$ cat config.mk
export PLATFORM = sky130hd
export DESIGN_NAME = ext_cpu_obi_arbiter
export DESIGN_NICKNAME = d
export VERILOG_FILES = /design/src/rtl/ext_cpu_obi_arbiter.sv
export SDC_FILE = /design/constraint.sdc
export NUM_CORES = 1
export LEC_CHECK = 0
export CAP_MARGIN = 30
export CORE_AREA = 2 2 123 125
export DETAILED_ROUTE_END_ITERATION = 8
export DIE_AREA = 0 0 125 127
export GPL_TIMING_DRIVEN = 0
export SYNTH_ARGS = -nofsm -noshare
export SYNTH_HDL_FRONTEND = slang
export SYNTH_SLANG_ARGS = --single-unit
export TNS_END_PERCENT = 50
$ cat constraint.sdc
create_clock -name clk_i -period 2.97 [get_ports clk_i]
set_clock_uncertainty 0.15 [all_clocks]
set_input_delay 0.891 -clock clk_i [delete_from_list [all_inputs] [get_ports clk_i]]
set_output_delay 0.891 -clock clk_i [all_outputs]
set_load 0.02 [all_outputs]
$ cat src/rtl/ext_cpu_obi_arbiter.sv
// Round-robin merge of NMASTERS OBI core ports onto one bus port, with an in-order
// ID FIFO that steers each rvalid back to the master that issued the request.
package ext_cpu_obi_arbiter_pkg;
  typedef struct packed {
    logic        req;
    logic        we;
    logic [3:0]  be;
    logic [31:0] addr;
    logic [31:0] wdata;
  } obi_req_t;

  typedef struct packed {
    logic        gnt;
    logic        rvalid;
    logic [31:0] rdata;
  } obi_resp_t;
endpackage

module ext_cpu_obi_arbiter
  import ext_cpu_obi_arbiter_pkg::*;
#(
  parameter int NMASTERS        = 2,
  parameter int MAX_OUTSTANDING = 2
) (
  input  logic                               clk_i,
  input  logic                               rst_i,
  input  obi_req_t  [NMASTERS-1:0]           master_req_i,
  output obi_resp_t [NMASTERS-1:0]           master_resp_o,
  output obi_req_t                           slave_req_o,
  input  obi_resp_t                          slave_resp_i,
  output logic [$clog2(MAX_OUTSTANDING+1)-1:0] outstanding_o,
  output logic                               spurious_rvalid_o
);
  localparam int IW = (NMASTERS > 1) ? $clog2(NMASTERS) : 1;
  localparam int PW = (MAX_OUTSTANDING > 1) ? $clog2(MAX_OUTSTANDING) : 1;
  localparam int CW = $clog2(MAX_OUTSTANDING + 1);

  logic [IW-1:0] ptr_q, ptr_d, lock_idx_q, lock_idx_d, sel, cand, head;
  logic          lock_q, lock_d, sel_vld, full, empty, hs, pop;
  logic [IW-1:0] fifo_q [MAX_OUTSTANDING];
  logic [IW-1:0] fifo_d [MAX_OUTSTANDING];
  logic [PW-1:0] wr_q, wr_d, rd_q, rd_d;
  logic [CW-1:0] cnt_q, cnt_d;
  logic          spur_q, spur_d;

  function automatic logic [PW-1:0] nxt(input logic [PW-1:0] p);
    return (int'(p) == MAX_OUTSTANDING - 1) ? '0 : p + PW'(1);
  endfunction

  // A locked master keeps the bus until its handshake; otherwise the lowest
  // offset from ptr wins, so scan from the far end and let nearer hits overwrite.
  always_comb begin
    sel     = lock_q ? lock_idx_q : ptr_q;
    sel_vld = 1'b0;
    cand    = '0;
    if (lock_q) begin
      sel_vld = master_req_i[lock_idx_q].req;
    end else begin
      for (int k = NMASTERS - 1; k >= 0; k--) begin
        cand = IW'((int'(ptr_q) + k) % NMASTERS);
        if (master_req_i[cand].req) begin
          sel     = cand;
          sel_vld = 1'b1;
        end
      end
    end
  end

  assign full  = (cnt_q == CW'(MAX_OUTSTANDING));
  assign empty = (cnt_q == '0);
  assign head  = fifo_q[rd_q];

  always_comb begin
    slave_req_o     = master_req_i[sel];
    slave_req_o.req = sel_vld & ~full;
  end

  assign hs  = slave_req_o.req & slave_resp_i.gnt;
  assign pop = slave_resp_i.rvalid & ~empty;

  for (genvar i = 0; i < NMASTERS; i++) begin : g_resp
    logic hit;
    assign hit = pop && (head == IW'(i));
    assign master_resp_o[i] = '{gnt:    hs && (sel == IW'(i)),
                                rvalid: hit,
                                rdata:  hit ? slave_resp_i.rdata : 32'h0};
  end

  always_comb begin
    ptr_d      = ptr_q;
    lock_d     = lock_q;
    lock_idx_d = lock_idx_q;
    fifo_d     = fifo_q;
    wr_d       = wr_q;
    rd_d       = rd_q;
    spur_d     = spur_q | (slave_resp_i.rvalid & empty);
    if (hs) begin
      lock_d       = 1'b0;
      ptr_d        = (int'(sel) == NMASTERS - 1) ? '0 : sel + IW'(1);
      fifo_d[wr_q] = sel;
      wr_d         = nxt(wr_q);
    end else if (slave_req_o.req) begin
      lock_d     = 1'b1;
      lock_idx_d = sel;
    end
    if (pop) rd_d = nxt(rd_q);
    cnt_d = cnt_q + CW'(hs) - CW'(pop);
  end

  always_ff @(posedge clk_i) begin
    if (rst_i) begin
      ptr_q      <= '0;
      lock_q     <= 1'b0;
      lock_idx_q <= '0;
      wr_q       <= '0;
      rd_q       <= '0;
      cnt_q      <= '0;
      spur_q     <= 1'b0;
    end else begin
      ptr_q      <= ptr_d;
      lock_q     <= lock_d;
      lock_idx_q <= lock_idx_d;
      fifo_q     <= fifo_d;
      wr_q       <= wr_d;
      rd_q       <= rd_d;
      cnt_q      <= cnt_d;
      spur_q     <= spur_d;
    end
  end

  assign outstanding_o     = cnt_q;
  assign spurious_rvalid_o = spur_q;
endmodule

* Word level (Yosys, flattened, before mapping)
Index checks and enable logic that the tools add are counted.
** Storage, ports and cells
- Register bits :: 10
- Bits of input ports :: 176
- Output and inout port bits :: 141
- Word-level logic and storage cells :: 71
** Operators by class
- Add/subtract/negate cells :: 6
- $lt $le $gt $ge :: 7
- Equal/unequal tests :: 1
- Muxes and demuxes :: 26
- Bitwise logic cells :: 13
- Reductions and logical operators :: 9
** Operator list (count)
- 70-bit two-way mux :: 6
- 69-bit two-way mux :: 2
- 32-bit two-way mux :: 2
- 1-bit two-way mux :: 14
- 1-bit by 2-bit less-than comparator with 1-bit output (second input constant) :: 4
- 1-bit NOT :: 6
- 1-bit logical AND :: 5
- 1-bit adder (second input constant) :: 4
- 1-bit AND :: 4
- 2-bit >= comparator (second input constant) :: 2
- 1-bit NOT with 2-bit output :: 2
- 2-bit AND reduction :: 2
- 2-bit by 1-bit adder with 2-bit output :: 1
- 2-bit bitwise mux :: 1
- 2-bit equality test (second input constant) :: 1
- 2-bit logical NOT :: 1
- 2-bit by 1-bit less-than comparator with 1-bit output (second input constant) :: 1
- 2-bit OR reduction :: 1
- 2-bit by 1-bit subtractor with 2-bit output :: 1
- 1-bit demux with 1-bit select :: 1
- 1-bit bitwise OR :: 1

* Longest topological paths before layout
Gate-level depths: netlist of the first run.
- Depth after elaboration :: 10
- Mapped depth :: 9

* Least setup slack after synthesis of the first run
OpenSTA, ideal clock, no wires.
- Path kind :: input to output
- Start :: in master_req_i[69] (netlist name)
- End :: out slave_req_o[0] (netlist name)
- Arrival :: 1950 ps
- Data required time :: 1929 ps
- Path slack :: -21 ps
- Stages :: 4
- Cell sequence :: a21boi_2 o21ai_4 buf_6 mux2_2
** RTL lines
- start, declared :: RTL line 27 : input obi_req_t [NMASTERS-1:0] master_req_i,
- end, declared :: RTL line 29 : output obi_req_t slave_req_o,

==> results of run 1 <==
## where the power goes
| group | switching [mW] | internal [mW] | leakage, nW | total (mW) |
|---|---|---|---|---|
| Sequential | 0.0463 | 0.179 | 0.0847 | 0.225 |
| Clock | 0.0633 | 0.177 | 0.0385 | 0.240 |
| Combinational | 1.05 | 1.43 | 2.69 | 2.48 |
| Total | 1.16 | 1.79 | 2.81 | 2.95 |
## tightest hold or removal path, stage by stage, from the launching register on
cell and delay (ns):
dfxtp_1 0.32, a21oi_1 0.04, nor2_1 0.08
## synth_stat cells
library cell,instances,area (sq um)
edfxtp_1,2,60.1
and3_2,1,7.51
nor2b_1,4,25.0
buf_6,7,78.8
nor3_1,2,10.0
buf_4,2,15.0
clkbuf_1,6,22.5
o211a_1,1,10.0
o21ai_4,1,16.3
nor2_1,9,33.8
o221a_2,1,11.3
dfxtp_1,8,160
o21ai_1,1,5.00
mux2i_1,2,20.0
xor2_1,2,17.5
nand2_1,3,11.3
nand2b_1,1,6.26
a21oi_1,1,5.00
and2_2,1,7.51
buf_2,1,5.00
a211oi_1,1,7.51
o2111a_1,1,11.3
o21bai_1,1,7.51
mux2_2,71,800
o2111ai_1,1,8.76
ha_1,2,25.0
inv_2,1,3.75
or2_2,1,6.26
o211ai_1,1,7.51
inv_1,5,18.8
and2_1,65,407
a21boi_2,1,11.3
## area by class of cell
cell class	count	area, sq um
Clock buffer	3	75.1
Tap cell	184	230
Clock inverter	1	3.75
Buffer	13	159
Fill cell	1398	8440
Multi-Input combinational cell	175	1760
Inverter	6	25.0
Timing Repair Buffer	359	3520
Sequential cell	10	220
## logic make-up (layout without fill, tap and decap cells)
family	after synthesis	count (layout)
compound gates	11	11
buf+inv	22	382
simple gates	87	87
flops	10	10
mux	73	73
fa+ha+maj	2	2
xor+xnor	2	2
## worst paths after layout
| kind | end | slack, ns | cells after the start |
|---|---|---|---|
| worst max-delay path | slave_req_o[51] | -0.28 | 9 |
| worst min-delay path | spurious_rvalid_o$_SDFF_PP0_ | 0.33 | 2 |
| worst max register to register | outstanding_o[1]$_SDFF_PP0_ | 0.80 | 9 |
| worst min register to register | spurious_rvalid_o$_SDFF_PP0_ | 0.33 | 2 |
## stage by stage
| step | util | setup TNS, ns | hold WS, ns | std cells |
|---|---|---|---|---|
| floorplan | - | 0 | 0.310 | 207 |
| global placement | 0.362 | -158.36 | 0.308 | 706 |
| detailed placement | 0.362 | -161.65 | 0.320 | 706 |
| CTS | 0.415 | -21.08 | 0.329 | 753 |
| global route | 0.415 | -16.21 | 0.352 | 751 |
| finish | 0.415 | -13.18 | 0.330 | 751 |
## layer usage
metal | GRT usage | vias to the layer above | part of all wire
li1 | - | 1422 | -
met1 | 0.136 | 1347 | 0.32
met2 | 0.298 | 202 | 0.57
met3 | 0.0448 | 6 | 0.11
met4 | 0.0294 | 0 | 0.012
met5 | 0 | - | 0
## timing repair
action,4_1_cts,5_1_grt
buffers inserted,35,5
pin swaps,4,4
setup endpoints to repair,139,125
resized for setup,775,52
hold buffers,0,0
gates cloned,8,0
## registers in the layout, summed over array words and instances, names as in the netlist
signal             flops
spurious_rvalid_o      1
fifo_q                 2
ptr_q                  1
wr_q                   1
outstanding_o          2
rd_q                   1
lock_idx_q             1
lock_q                 1
==> results by group, run 1 <==
Routing
  • DR iter-0 viols: 44
  • WL/cell: 16.2 um
  • DR pass1 iterations: 4
  • Vias: 2,977
  • Vias per cell: 3.96
  • # DRC: 0
  • Routed WL: 12,200 um
  • Final ANT Viol Nets: 0

Run
  • Max cap viols: 0

Placed design
  • Dpl ws: -1.31 ns
  • Port buffer count: 315
  • GPL Wtd Cong: 0.929
  • DP Wirelength: 9770 um
  • Placement Cell Area: 0.00523 sq mm

Global route
  • Total gr overflow: 0
  • First-pass GRT wire length: 17,900 um
  • Number of global-route vias before repair: 3,120
  • All-Layer GR Usage: 0.143
  • Initial antenna violation count: 0
  • Largest net degree at the start of global routing: 11

Critical path
  • Reg-to-reg critical path startpoint: outstanding_o[0]$_SDFF_PP0_
  • Crit path required time: 1.93 ns
  • Crit path capture type: output pin
  • Kind of cell adding the most delay to the critical path: buffers and inverters
  • Crit Path Class: primary input to output pin
  • Arrival @ worst endpoint: 2.21 ns
  • Most Frequent Cell on Critical Path: buf_6
  • Crit Path Max Fanout: 7
  • Crit-path cells: buf_6 > a21boi_4 > o21ai_4 > buf_12 > buf_12 > buf_8 > buf_6 > mux2_4 > buf_6
  • Critical path launch point type: primary input
  • Buf/Inv on CP: 6
  • Slowest cell delay on critical path: 0.29 ns
  • Beginning of the critical path: master_req_i[69]
  • Crit path max-delay cell type: mux2_4

Status
  • Run status: finished, violations left
  • Failing checks: setup timing

Min path
  • HP Start: spurious_rvalid_o$_SDFF_PP0_
  • Worst hold path type: flip-flop to flip-flop

Timing
  • Minimum clock period after layout: 3.25 ns
  • Max-slew violations: 0
  • RSZ-0062 raised after global routing: true
  • Final period util: 1.09
  • Hold Fails Final Rpt: 0
  • Slew HR: 0.759
  • Worst-Margin Slew: 0.352 ns
  • # setup viols final: 71
  • Worst setup margin: -0.282 ns
  • Fmax achieved: 308 MHz

Layout
  • Ant. Diodes: 0
  • Area delta synth->final: 225%
  • Nets: 746
  • Layout cells sized above 1: 0.499
  • Leading cell type in the layout, fill and taps excluded: clkdlybuf4s50_1
  • Design Area, Final: 0.00599 sq mm
  • Most frequent cells in the layout: clkdlybuf4s50_1, buf_6, and2_1, mux2_4, buf_2

Die
  • Die height: 127 um
  • Cell row count: 44
  • Top Ports: 317
  • Die Footprint: 0.0159 sq mm
  • Die Wd: 125 um
  • Starting Density: 0.128
  • Core area: 0.0144 sq mm

CTS
  • CTS Root Cell: clkbuf_16
  • Clk Latency, worst-skew pair: 0.24 ns
  • Sinks on Clock Net: 10
  • CTS Buf Count: 3
  • CTS tree: built
  • Clock buffer depth: 2
  • Clock H-tree levels: 1
  • Clock-pin slew on the worst setup and hold paths: 0.04 ns

Yosys
  • Number of synthesized register bits: 10
  • Post-synthesis adder-cell area fraction: 0.0136
  • Synth Area in XOR/XNOR: 0.00951
  • Count of cell types in the netlist: 32
  • Gate Count Post-Synth: 207
  • Synth warnings: 0
  • Seq/Total Area, Yosys: 0.120
  • Compound-gate portion of the synthesized area: 0.0550
  • Main combinational cell family by area after synthesis: multiplexers
  • Mapped Nets: 385
  • Simple-gate share of the synthesized area: 0.279
  • Mux share of post-synthesis cell area: 0.445
  • Synthesized area: 0.00184 sq mm
  • Synth Area per Inst: 8.90 sq um

Pwr
  • Leakage power total: 2.81 nW
  • PD cells: 493 mW/mm^2
  • Final Power: 2.95 mW
  • Max IR drop VDD: 206 uV
Power figures use the tool's default switching activity.
==> run 2, diff against run 1 <==
--- a/config.mk
+++ b/config.mk
@@ -6,9 +6,9 @@
 export NUM_CORES = 1
 export LEC_CHECK = 0
 export CAP_MARGIN = 30
-export CORE_AREA = 2 2 123 125
+export CORE_AREA = 2 2 124 126
 export DETAILED_ROUTE_END_ITERATION = 8
-export DIE_AREA = 0 0 125 127
+export DIE_AREA = 0 0 126 128
 export GPL_TIMING_DRIVEN = 0
 export SYNTH_ARGS = -nofsm -noshare
 export SYNTH_HDL_FRONTEND = slang
==> constraint.sdc (replaced) <==
create_clock -name clk_i -period 3.8 [get_ports clk_i]
set_clock_uncertainty 0.15 [all_clocks]
set_input_delay 1.14 -clock clk_i [delete_from_list [all_inputs] [get_ports clk_i]]
set_output_delay 1.14 -clock clk_i [all_outputs]
set_load 0.02 [all_outputs]
==> results by group, run 2 (same netlist as run 1, synthesis figures left out) <==
Status
  • Run status: finished, final reports clean

Timing
  • Max-slew violations: 0 (unchanged)
  • RSZ-0062 raised after global routing: true
  • Hold Fails Final Rpt: 0 (unchanged)
  • Minimum clock period after layout: 3.77 ns
  • Fmax achieved: 265 MHz
  • Slew HR: 0.737 (-0.0213)
  • Final period util: 0.992
  • Worst hold slack: 0.319 ns (-0.0107 ns)
  • # setup viols final: 0 (-100%)
  • Worst-Margin Slew: 0.394 ns (+0.0420 ns)

Layout
  • Footprint of the multi-input gates: 0.00154 sq mm (-12%)
  • Layout cells sized above 1: 0.449 (-0.0503)
  • Fillers: 1,565 (+12%)
  • Ant. Diodes: 0 (unchanged)
  • Register area: 220 sq um (unchanged)
  • Fin cells: 725 (-3.5%)
  • Area delta synth->final: 178%
  • Leading cell type in the layout, fill and taps excluded: clkdlybuf4s50_1
  • Nets: 716 (-4.0%)
  • Most frequent cells in the layout: clkdlybuf4s50_1, buf_2, and2_1, mux2_2, buf_4

Placed design
  • GPL Wtd Cong: 0.896 (-3.6%)
  • Port buffer count: 315 (unchanged)
  • DP Wirelength: 10,100 um (+3.6%)
  • DP Cell Count: 710 (+0.57%)

Run
  • Max cap viols: 0 (unchanged)

Critical path
  • Critical path launch point type: primary input
  • Crit path required time: 2.51 ns (+0.58 ns)
  • Crit Path Max Fanout: 10 (+3)
  • Crit Path Class: primary input to output pin
  • Reg2Reg Setup Slack: 1.62 ns (+0.82 ns)
  • Crit path capture type: output pin
  • Arrival @ worst endpoint: 2.48 ns (+0.27 ns)

CTS
  • CTS Buf Count: 3 (unchanged)
  • Clock H-tree levels: 1 (unchanged)
  • CTS Root Cell: clkbuf_16
  • Clock-pin slew on the worst setup and hold paths: 0.04 ns (about the same)
  • Sinks on Clock Net: 10 (unchanged)
  • CTS tree: built
  • Clk Latency, worst-skew pair: 0.23 ns (about the same)
  • Clock buffer depth: 2 (unchanged)
  • Hold-fix buffers at CTS: 0 (unchanged)

Die
  • Top Ports: 317 (unchanged)
  • Core area: 0.0149 sq mm (+3.1%)
  • Starting Density: 0.124 (-0.00378)
  • Die Wd: 126 um (+0.80%)
  • Die height: 128 um (+0.79%)
  • Die Footprint: 0.0161 sq mm (+1.6%)
  • Cell row count: 45 (+2.3%)

Global route
  • All-Layer GR Usage: 0.129 (-0.0137)
  • First-pass GRT wire length: 16,300 um (-9.0%)
  • Initial antenna violation count: 0 (unchanged)
  • Number of global-route vias before repair: 2,998 (-3.9%)
  • Total gr overflow: 0 (unchanged)
  • Largest net degree at the start of global routing: 12 (+1)

Min path
  • Worst hold path type: flip-flop to flip-flop

Pwr
  • Reg power frac: 0.094 (+0.018)
  • Clock power share: 0.100 (+0.019)
  • Gate power share: 0.806 (-0.036)
  • Sw frac: 0.428 (+0.0345)
  • Leakage power total: 2.30 nW (-18%)
  • Int Power: 1.07 mW (-40%)
  • PD cells: 364 mW/mm^2 (-26%)
  • Switching pwr: 0.799 mW (-31%)
  • Max IR drop VDD: 163 uV (-21%)

Routing
  • DR iter-0 viols: 20 (-55%)
  • Vias per cell: 3.88 (-2.2%)
  • Final ANT Viol Nets: 0 (unchanged)
  • DR pass1 iterations: 4 (unchanged)
  • Routed WL: 11,300 um (-7.0%)
  • Vias: 2,812 (-5.5%)
  • # DRC: 0 (unchanged)
  • WL/cell: 15.6 um (-3.6%)
[run 2: changes by cell type in the layout (fill, tap and decap cells not counted), sizes merged]
cell	previous run	this run
dlygate4sd2	1	4
clkdlybuf4s15	11	21
dlymetal6s2s	0	1
buf	180	135
clkdlybuf4s50	174	175
clkinv	1	0
clkbuf	9	10
[run 2: stage by stage]
step           power [mW]  utilization  setup slack (ns)  cell area (sq um)  TNS, ns
2_1_floorplan       0.948            -             0.311               1840        0
3_3_place_gp         1.70        0.352            -0.944               5230  -110.33
3_5_place_dp         1.70        0.352            -0.957               5230  -113.02
4_1_cts              1.88        0.342           -0.0584               5090   -0.329
5_1_grt              1.97        0.344           -0.0179               5120  -0.0652
6_report             1.86        0.344            0.0319               5120        0
[run 2: worst max-delay path: stages]
cell	delay [ns]
buf_2	0.12
a21boi_4	0.14
o21ai_4	0.15
buf_6	0.12
buf_12	0.13
buf_8	0.14
mux2_2	0.36
buf_2	0.16
[run 2: worst paths after layout]
| kind | start | to | depth (start not counted) |
|---|---|---|---|
| hold / removal | spurious_rvalid_o$_SDFF_PP0_ | spurious_rvalid_o$_SDFF_PP0_ | 2 |
| setup / recovery | master_req_i[69] | slave_req_o[20] | 8 |
| setup reg to reg | lock_idx_q$_SDFFE_PP0P_ | outstanding_o[1]$_SDFF_PP0_ | 9 |
| hold reg to reg | spurious_rvalid_o$_SDFF_PP0_ | spurious_rvalid_o$_SDFF_PP0_ | 2 |
[run 2: final cells by class]
type                       instances  area share
timing repair buffer             326       0.556
multi-input combinational        175       0.301
sequential                        10      0.0430
clock buffer                       4      0.0154
buffer                            16      0.0345
tap                              188      0.0460
inverter                           6     0.00440
[run 2: metal layers]
metal | global-route usage | routed length, um | vias up | part of all wire
met5 | 0 | 0 | - | 0
met4 | 0.0368 | 283 | 0 | 0.025
met3 | 0.0484 | 1310 | 13 | 0.12
met2 | 0.260 | 6150 | 199 | 0.54
met1 | 0.121 | 3590 | 1235 | 0.32
li1 | - | - | 1365 | -
[run 2: what timing repair did]
action | 4_1_cts | 5_1_grt
pin swaps | 2 | 1
setup buffers | 8 | 0
cloned | 3 | 0
gates resized for setup | 583 | 11
setup endpoints to repair | 138 | 82
[run 2: power by group through the flow]
stage / registers, mW / logic, mW / clock network [mW]
3_3_place_gp: 0.167 / 1.53 / 0
6_report: 0.175 / 1.50 / 0.186
5_1_grt: 0.179 / 1.60 / 0.194
4_1_cts: 0.171 / 1.52 / 0.191
3_5_place_dp: 0.168 / 1.54 / 0
2_1_floorplan: 0.178 / 0.771 / 0
